### src/rtl/shk_seq_master.sv
// SHK four-phase sequence master: takes one command/data request, drives it to an SHK
// slave, waits for wready (or a timeout), completes the four-phase return and then
// emits a single response strobe.
module shk_seq_master #(
   parameter int unsigned NB_VER      = 0,
   parameter int unsigned WD_SHK_SYNC = 16,
   parameter int unsigned WD_SHK_DLAY = 15,
   parameter int unsigned WD_ERR_INFO = 4,
   parameter int unsigned NB_TIMEOUT  = 1024
) (
   input  logic                   s_sys_a_clock,
   input  logic                   s_sys_a_resetn,
   input  logic                   s_req_valid,
   output logic                   s_req_ready,
   input  logic [WD_SHK_SYNC-1:0] s_req_sync,
   input  logic [WD_SHK_DLAY-1:0] s_req_data,
   output logic                   m_rsp_valid,
   output logic [WD_SHK_SYNC-1:0] m_rsp_sync,
   output logic [WD_SHK_DLAY-1:0] m_rsp_data,
   output logic                   m_rsp_err,
   output logic                   m_shk_wvalid,
   output logic [WD_SHK_SYNC-1:0] m_shk_smosi,
   output logic [WD_SHK_DLAY-1:0] m_shk_dmosi,
   input  logic                   m_shk_wready,
   input  logic [WD_SHK_SYNC-1:0] m_shk_smiso,
   input  logic [WD_SHK_DLAY-1:0] m_shk_dmiso,
   input  logic [WD_ERR_INFO-1:0] s_err_info1,
   output logic [WD_ERR_INFO-1:0] m_err_info1
);

   localparam int unsigned WD_CNT = $clog2(NB_TIMEOUT) + 1;
   localparam logic [WD_CNT-1:0] CNT_LAST = WD_CNT'(NB_TIMEOUT - 1);

   typedef enum logic [1:0] {StIdle, StSend, StRelease, StResp} t_state;

   t_state                 r_state;
   t_state                 w_state_nxt;
   logic                   r_alive;
   logic                   r_wvalid;
   logic [WD_SHK_SYNC-1:0] r_smosi;
   logic [WD_SHK_DLAY-1:0] r_dmosi;
   logic [WD_SHK_SYNC-1:0] r_rsp_sync;
   logic [WD_SHK_DLAY-1:0] r_rsp_data;
   logic                   r_rsp_err;
   logic [WD_CNT-1:0]      r_cnt;
   logic                   r_sticky;
   logic                   w_accept;
   logic                   w_done;
   logic                   w_timeout;
   logic [WD_ERR_INFO-1:0] w_err;

   // r_alive keeps ready low while in reset and raises it on the first clock after release
   assign s_req_ready  = (r_state == StIdle) && r_alive;
   assign w_accept     = s_req_ready && s_req_valid;
   assign w_done       = (r_state == StSend) && m_shk_wready;
   // wready in the last allowed cycle wins over the timeout
   assign w_timeout    = (r_state == StSend) && !m_shk_wready && (r_cnt == CNT_LAST);

   assign m_rsp_valid  = (r_state == StResp);
   assign m_rsp_sync   = r_rsp_sync;
   assign m_rsp_data   = r_rsp_data;
   assign m_rsp_err    = r_rsp_err;
   assign m_shk_wvalid = r_wvalid;
   assign m_shk_smosi  = r_smosi;
   assign m_shk_dmosi  = r_dmosi;

   assign w_err        = s_err_info1 | {r_sticky, {(WD_ERR_INFO-1){1'b0}}};
   assign m_err_info1  = (w_err == '0) ? WD_ERR_INFO'(NB_VER) : w_err;

   // State register
   always_ff @(posedge s_sys_a_clock or negedge s_sys_a_resetn) begin
      if (!s_sys_a_resetn) begin
         r_state <= StIdle;
      end else begin
         r_state <= w_state_nxt;
      end
   end

   // Next-state decode
   always_comb begin
      w_state_nxt = r_state;
      unique case (r_state)
         StIdle:    if (w_accept) w_state_nxt = StSend;
         StSend:    if (w_done || w_timeout) w_state_nxt = StRelease;
         StRelease: if (!m_shk_wready) w_state_nxt = StResp;
         StResp:    w_state_nxt = StIdle;
         default:   w_state_nxt = StIdle;
      endcase
   end

   // Datapath: request capture, SHK valid, response capture, timeout counter, sticky error
   always_ff @(posedge s_sys_a_clock or negedge s_sys_a_resetn) begin
      if (!s_sys_a_resetn) begin
         r_alive    <= 1'b0;
         r_wvalid   <= 1'b0;
         r_smosi    <= '0;
         r_dmosi    <= '0;
         r_rsp_sync <= '0;
         r_rsp_data <= '0;
         r_rsp_err  <= 1'b0;
         r_cnt      <= '0;
         r_sticky   <= 1'b0;
      end else begin
         r_alive <= 1'b1;
         if (w_accept) begin
            r_smosi  <= s_req_sync;
            r_dmosi  <= s_req_data;
            r_wvalid <= 1'b1;
            r_cnt    <= '0;
         end else if (w_done) begin
            r_wvalid   <= 1'b0;
            r_rsp_sync <= m_shk_smiso;
            r_rsp_data <= m_shk_dmiso;
            r_rsp_err  <= 1'b0;
         end else if (w_timeout) begin
            r_wvalid   <= 1'b0;
            r_rsp_sync <= '0;
            r_rsp_data <= '0;
            r_rsp_err  <= 1'b1;
            r_sticky   <= 1'b1;
         end else if ((r_state == StSend) && (r_cnt != '1)) begin
            r_cnt <= r_cnt + 1'b1;
         end
      end
   end

endmodule

### config.mk
export PLATFORM = sky130hd
export DESIGN_NAME = shk_seq_master
export DESIGN_NICKNAME = d
export VERILOG_FILES = /design/src/rtl/shk_seq_master.sv
export SDC_FILE = /design/constraint.sdc
export NUM_CORES = 1
export LEC_CHECK = 0
export BUFFER_PORTS_ARGS = -buffer_cell sky130_fd_sc_hd__buf_2
export CAP_MARGIN = 25
export CORE_ASPECT_RATIO = 1.2
export CORE_MARGIN = 5
export CORE_UTILIZATION = 34
export CTS_BUF_LIST = sky130_fd_sc_hd__clkbuf_16
export CTS_CLUSTER_DIAMETER = 30
export CTS_CLUSTER_SIZE = 40
export DETAILED_ROUTE_END_ITERATION = 8
export GPL_TIMING_DRIVEN = 0
export PLACE_DENSITY_LB_ADDON = 0.15
export SYNTH_ARGS = -nofsm -noshare
export SYNTH_HDL_FRONTEND = slang
export SYNTH_SLANG_ARGS = --single-unit
### constraint.sdc
create_clock -name s_sys_a_clock -period 2.52 [get_ports s_sys_a_clock]
set_input_delay 0.252 -clock s_sys_a_clock [delete_from_list [all_inputs] [get_ports s_sys_a_clock]]
set_output_delay 0.252 -clock s_sys_a_clock [all_outputs]
set_load 0.01 [all_outputs]
* Word-level counts from Yosys, hierarchy flattened *
Index checks and enable logic that the tools add are counted.
Widths: inputs -> output; s select.

word-level totals
  register bits = 79
  output and inout bits = 70
  word-level logic and storage cells = 59

operators by class
  bitwise operators = 3
  $add $sub $neg = 1
  eq/ne operators = 10
  reductions and logical operators = 17
  multiplexer cells = 18

operator list
  kind                   count
  $mux 11                4
  $mux 16                2
  $mux 15                2
  $add 11x1->11 const B  1
  $eq 11x10->1 const B   1
  $ne 11x11->1 const B   1
  $ne 2x2->1 const B     5
  $reduce_and 3->1       3
  $pmux 2 s4             1
  $logic_and 1x1->1      6
  $mux 2                 3
  $mux 1                 5
  $eq 2x2->1 const B     2
  $logic_not 4->1        1
  $mux 4                 1
  $or 4x4->4             1
  $reduce_bool 2->1      2
  $reduce_bool 3->1      1
  $eq 2x1->1 const B     1
  $logic_not 2->1        1
  $not 1->1              2
  $reduce_and 2->1       1
  $logic_not 1->1        1
  $logic_or 1x1->1       1

* Depth between registers and ports, before layout *
Gate-level depths: netlist of run 1.

  depth after elaboration = 6
  depth in mapped cells = 8

* Least setup slack after synthesis of run 1 *
OpenSTA, ideal clock, no wires.

  path kind = reg2reg
  start = register r_state[1]
  end = register r_cnt[5]
  buffers on the path = 0
  setup time = 78 ps
  clock period less this slack = 1785 ps
  arrival time = 1707 ps
  required time = 2442 ps
  setup slack = 735 ps
  stages on the path, launching flop included = 7
  cell sequence = dfrtp_1 -> inv_1 -> ha_1 -> and2b_2 -> nand4_2 -> or4_1 -> a21oi_1

on the way
  cells in the longest elaborated chain, start to end = 5

RTL lines
  item                                                              line    RTL
  start, declared                                                   36      t_state r_state;
  start signal, assigned                                            73      r_state <= StIdle;
  start signal, assigned                                            75      r_state <= w_state_nxt;
  $eq 2x1->1 / $logic_not 2->1 (equally long branches)              -
  $logic_and 1x1->1 (on tied branches)                              57, 53
  $logic_and 1x1->1 (on tied branches)                              57, 54
  $ne 2x2->1 (no line) / $reduce_bool 2->1 (equally long branches)  -
  $reduce_and 3->1 (no line)                                        -
  end signal, assigned                                              122     r_cnt <= r_cnt + 1'b1;
  end, declared                                                     45      logic [WD_CNT-1:0] r_cnt;

Parallel ways exist; a longest one is shown, timed or not.
A chain may end at the register's enable or synchronous reset.

* Final worst setup path of run 1 *
Ends and elaborated chain as after synthesis.

==> flow_summary.yaml, run 1 <==
drt:
  drt-total-wl_mm: 7.67
  routed.top_layer: "met4"
  via_count: 2564
  wl_met1_mm: 3.51
  initialDrtViolationCount: 74
  avgViaCountPerCell: 4.51
  postRouteAntennaNets: 0
  met3_length_um: 736
  first_pass_iters: 4
  wl_met2_mm: 3.26
  wire_per_inst_um: 13.5
  drc: 0
clock_tree:
  clkTransAtPathRegs_ns: 0.06
  clkLatencyLatePin_ns: 0.33
  cts_tree: "done"
  cts.path.max_buffers: 2
  cts_buffers: 9
  hold_buffers: 1
  cts_root_buffer: "clkbuf_16"
  post-cts-setup-buffers: 0
  post_cts_resized: 0
  clock_sinks: 79
  htreeDepth: 3
sta:
  timing.slew.headroom_pct: 63.6
  final.period_utilization_pct: 80.4
  rsz0062_at_grt: "false"
  final_hold_viol_count: 0
  max_freq_ghz: 0.493
  finClkSkew_ns: 0.00660
  final.setup.tns_ns: 0
  tightest_slew_ns: 0.546
  setup_viol: 0
  period_needed_ns: 2.03
  slew_violations: 0
layout:
  area_growth_pct: 36.9
  seq_area_um2: 1980
  layout_common_cells: "buf_2, nand2_1, dfrtp_1"
  final_area_um2: 4420
  multi_input_area_um2: 1140
  mostFrequentLayoutCell: "buf_2"
  antenna_cells: 0
  layout.nets: 519
  drive_gt1_share_pct: 36.5
  final.fill_count: 919
setup_path:
  slowest_stage: "or4_1"
  slowest_delay_ns: 0.52
  worst-setup-path-type: "flip-flop to flip-flop"
  r2r_cells: 6
  path_max_fanout: 8
  crit_required_ns: 2.77
  worst_setup_path_start_kind: "flip-flop"
  crit_chain: "inv_1 > ha_1 > and2b_2 > nand4_2 > or4_1 > a21oi_1"
  end_kind: "flip-flop"
  arrival_ns: 2.28
yosys:
  dominantRegCellSynth: "dfrtp_1"
  synth_edf_count: 0
  seq_area_frac_synth_pct: 61.3
  ys_ff_latch: 79
  synth_cells: 294
  synth-async-reset-ratio_pct: 100
  synth_area_um2: 3230
  synth_area_per_cell_um2: 11.0
  synthesis.yosys.warnings: 0
  synth.distinct_cells: 42
  syn_nets: 370
hold_path:
  worstHoldPathCells: 3
  hp-class: "input port to flip-flop"
floorplan:
  io_pins: 140
  die_w_um: 98.9
  core_um2: 9420
  start_util_pct: 34.3
  die_area_um2: 11500
  die_y_um: 117
  num_rows: 39
global_routing:
  antenna_found_initial: 0
  grt_max_degree: 44
  first_global_vias: 2636
  grt_overflow: 0
  grt_usage_pct: 13.8
  grt_pass1_wl_mm: 12.7
power:
  p_leak_nw: 2.43
  ir_worst_vdd_uv: 438
  power_density_nw_per_um2: 1180
status:
  status: "finished clean"
flow_run:
  cap_violations: 0
placed_design:
  gp_congestion: 0.762
  dpl.hpwl_mm: 5.65
  portBuffers: 136
  dpl_cell_area_um2: 4080
## routing by layer
layer | vias up | global-route usage [%]
li1 | 1302 | -
met1 | 1144 | 18.5
met2 | 107 | 20.3
met3 | 11 | 4.24
met4 | 0 | 6.83
met5 | - | 0
## flip-flops by register name, indices dropped and copies added, names as in the netlist
signal and count:
m_rsp_sync 16, m_shk_smosi 16, m_rsp_data 15, m_shk_dmosi 15, r_cnt 11, r_state 2
m_rsp_err 1, m_shk_wvalid 1, r_alive 1, r_sticky 1
## synthesized netlist by cell type, types with 3 or more instances
| library cell | instances | area (um^2) |
|---|---|---|
| a21oi_1 | 4 | 20.0 |
| and3_1 | 4 | 25.0 |
| dfrtp_1 | 79 | 1980 |
| clkbuf_1 | 15 | 56.3 |
| nand3_1 | 4 | 20.0 |
| nor2_1 | 6 | 22.5 |
| ha_1 | 6 | 75.1 |
| nand2_1 | 100 | 375 |
| o31ai_1 | 3 | 22.5 |
| a22o_1 | 31 | 272 |
| mux2i_1 | 3 | 30.0 |
| buf_6 | 3 | 33.8 |
## path summary, 6_finish.rpt
check	endpoint	startpoint	slack, ns
min in group asynchronous	m_rsp_sync[1]	s_sys_a_resetn	0.46
max in group asynchronous	m_shk_smosi[8]	s_sys_a_resetn	1.48
setup / recovery	r_cnt[5]	r_state[1]	0.49
hold / removal	m_shk_smosi[0]	s_req_sync[0]	0.10
setup reg to reg	r_cnt[5]	r_state[1]	0.49
hold reg to reg	m_shk_dmosi[1]	m_shk_dmosi[1]	0.46
## critical path: cells and delay by family, from the launching register on
family | cells | cell delay (ns)
compound gates | 1 | 0.15
buf+inv | 1 | 0.11
simple gates | 3 | 0.99
flops | 1 | 0.41
fa+ha+maj | 1 | 0.30
## through the flow
stage / power (mW) / setup slack, ns / hold WS (ns) / std cells / utilization, %
2_1_floorplan: 3.05 / 0.735 / -0.0436 / 294 / -
3_3_place_gp: 3.79 / 0.537 / 0.440 / 553 / 43.1
3_5_place_dp: 3.82 / 0.512 / 0.273 / 554 / 43.4
4_1_cts: 5.29 / 0.499 / 0.0944 / 569 / 46.9
5_1_grt: 5.61 / 0.298 / 0.107 / 569 / 46.9
6_report: 5.20 / 0.493 / 0.105 / 569 / 46.9
## logic make-up (layout without fill, tap and decap cells)
group / count (synthesis) / in the layout / share of synthesized area [%]
other: 1 / 1 / 0.116
AO/OA/AOI/OAI: 50 / 50 / 12.9
adder cells (fa/ha/maj): 6 / 6 / 2.33
XOR/XNOR: 2 / 2 / 0.543
buffers and inverters: 23 / 175 / 3.45
AND/OR/NAND/NOR: 129 / 129 / 18.1
multiplexers: 4 / 4 / 1.28
flip-flops: 79 / 79 / 61.3
## where the power goes
group	internal (mW)	total, mW	switching, mW	leakage (nW)
Sequential	1.78	2.05	0.265	1.00
Clock	0.950	1.43	0.475	0.159
Combinational	0.795	1.73	0.934	1.27
Total	3.53	5.20	1.67	2.43
## final cells by class
class                      instances  area share (%)
sequential                        79            44.8
tap                              123            3.48
multi-input combinational        192            25.8
buffer                            20            2.27
clock buffer                       9            5.10
inverter                           3           0.255
timing repair buffer             138            16.1
clock inverter                     5            2.24
(Power assumes the default switching activity.)
==> run 2, diff against run 1 <==
==> constraint.sdc (replaced) <==
create_clock -name s_sys_a_clock -period 1.8 [get_ports s_sys_a_clock]
set_input_delay 0.18 -clock s_sys_a_clock [delete_from_list [all_inputs] [get_ports s_sys_a_clock]]
set_output_delay 0.18 -clock s_sys_a_clock [all_outputs]
set_load 0.01 [all_outputs]
==> run 2 against run 1 <==
- hold slack worse by 0.070 ns
- clock skew about the same
- via count up 1.5%
- clock power up 40%
- clock-buffer cell count unchanged
- first-iteration DRC count up 2.7%
- sequential power up 40%
- routed wire length up 3.1%
- sequential cell count unchanged
==> flow_summary.yaml, run 2 (synthesis results as in run 1) <==
placed_design:
  dpl_cell_area_um2: 4080
  dpl.hpwl_mm: 5.65
  gp_congestion: 0.762
  portBuffers: 136
clock_tree:
  htreeDepth: 3
  clock_sinks: 79
  clkTransAtPathRegs_ns: 0.06
  cts_root_buffer: "clkbuf_16"
  cts_tree: "done"
  clkLatencyLatePin_ns: 0.33
  cts_buffers: 9
  cts.path.max_buffers: 2
status:
  status: "finished clean"
floorplan:
  num_rows: 39
  die_area_um2: 11500
  start_util_pct: 34.3
  core_um2: 9420
  die_y_um: 117
  die_w_um: 98.9
  io_pins: 140
drt:
  first_pass_iters: 4
  postRouteAntennaNets: 0
  via_count: 2603
  initialDrtViolationCount: 76
  drt-total-wl_mm: 7.91
  drc: 0
  avgViaCountPerCell: 4.48
  wire_per_inst_um: 13.6
layout:
  final_area_um2: 4590
  fin_util_pct: 48.7
  layout.nets: 531
  drive_gt1_share_pct: 42.6
  mostFrequentLayoutCell: "buf_2"
  area_growth_pct: 42.2
  antenna_cells: 0
  layout_common_cells: "buf_2, nand2_1, dfrtp_1"
setup_path:
  crit_chain: "inv_2 > ha_4 > and2b_2 > nand4_4 > or4_1 > a21oi_2"
  worst_setup_path_start_kind: "flip-flop"
  cp.buffers_inverters: 1
  path_max_fanout: 5
  end_kind: "flip-flop"
  arrival_ns: 1.99
  worst-setup-path-type: "flip-flop to flip-flop"
  slowest_stage: "or4_1"
  crit_family: "simple AND/OR/NAND/NOR gates"
  slowest_delay_ns: 0.52
  crit_required_ns: 2.06
sta:
  timing.slew.headroom_pct: 64.2
  hold_ws_ns: 0.0349
  max_freq_ghz: 0.576
  setup_viol: 0
  period_needed_ns: 1.73
  slew_violations: 0
  final.setup.tns_ns: 0
  finClkSkew_ns: 0.00694
  final_hold_viol_count: 0
  tightest_slew_ns: 0.538
  final.period_utilization_pct: 96.4
  rsz0062_at_grt: "true"
global_routing:
  antenna_found_initial: 0
  grt_max_degree: 44
  grt_pass1_wl_mm: 12.7
  grt_overflow: 0
  grt_usage_pct: 13.8
  first_global_vias: 2632
flow_run:
  cap_violations: 0
hold_path:
  hp-class: "input port to flip-flop"
power:
  p_leak_nw: 2.53
  ir_worst_vdd_uv: 619
  power_density_nw_per_um2: 1630
[run 2: cell count changes in the layout (fill, tap and decap cells not counted), sizes merged]
cell	change
buf	+14
clkbuf	-2
[run 2: report_power, final]
group | leakage (nW) | switching, mW | internal [mW] | total, mW
Sequential | 1.00 | 0.375 | 2.49 | 2.87
Clock | 0.159 | 0.668 | 1.33 | 2.00
Combinational | 1.37 | 1.36 | 1.27 | 2.63
[run 2: stage by stage]
step,instances,power (mW),worst slack [ns]
3_5_place_dp,554,5.35,-0.208
2_1_floorplan,294,4.27,0.0151
3_3_place_gp,553,5.30,-0.183
5_1_grt,581,8.08,-0.0281
6_report,581,7.50,0.0651
4_1_cts,568,7.46,-0.0716
[run 2: worst paths after layout]
| check | from | endpoint | slack (ns) | cells after the start |
|---|---|---|---|---|
| max | r_state[1] | r_cnt[5] | 0.07 | 6 |
| min | s_req_sync[0] | m_shk_smosi[0] | 0.03 | 3 |
| max reg2reg | r_state[1] | r_cnt[5] | 0.07 | 6 |
| min reg2reg | m_shk_dmosi[1] | m_shk_dmosi[1] | 0.47 | 2 |
| max in group asynchronous | s_sys_a_resetn | m_shk_smosi[6] | 0.84 | 3 |
| min in group asynchronous | s_sys_a_resetn | m_rsp_sync[1] | 0.38 | 2 |
[run 2: final cells by class]
cell class	instances	area, um^2
timing repair buffer	151	811
tap	123	154
clock buffer	9	225
clock inverter	5	98.8
buffer	19	133
fill	905	4830
inverter	3	11.3
multi-input combinational	192	1180
sequential	79	1980
[run 2: routing by layer]
| layer | vias to the layer above | track usage, % | routed length [um] |
|---|---|---|---|
| li1 | 1325 | - | - |
| met1 | 1162 | 18.4 | 3580 |
| met2 | 106 | 20.4 | 3410 |
| met3 | 10 | 4.24 | 779 |
| met4 | 0 | 6.83 | 143 |
| met5 | - | 0 | 0 |
[run 2: worst reg2reg max path, stage by stage, from the launching register on]
cell     delay [ns]
dfrtp_1        0.41
inv_2          0.10
ha_4           0.15
and2b_2        0.22
nand4_4        0.12
or4_1          0.52
a21oi_2        0.14
[run 2: what timing repair did]
action,in CTS,in global routing
endpoints found under the hold margin,42,0
setup endpoints to repair,71,63
gates resized for setup,15,19
pin swaps,0,3
setup buffers,0,13
hold buffers,1,0
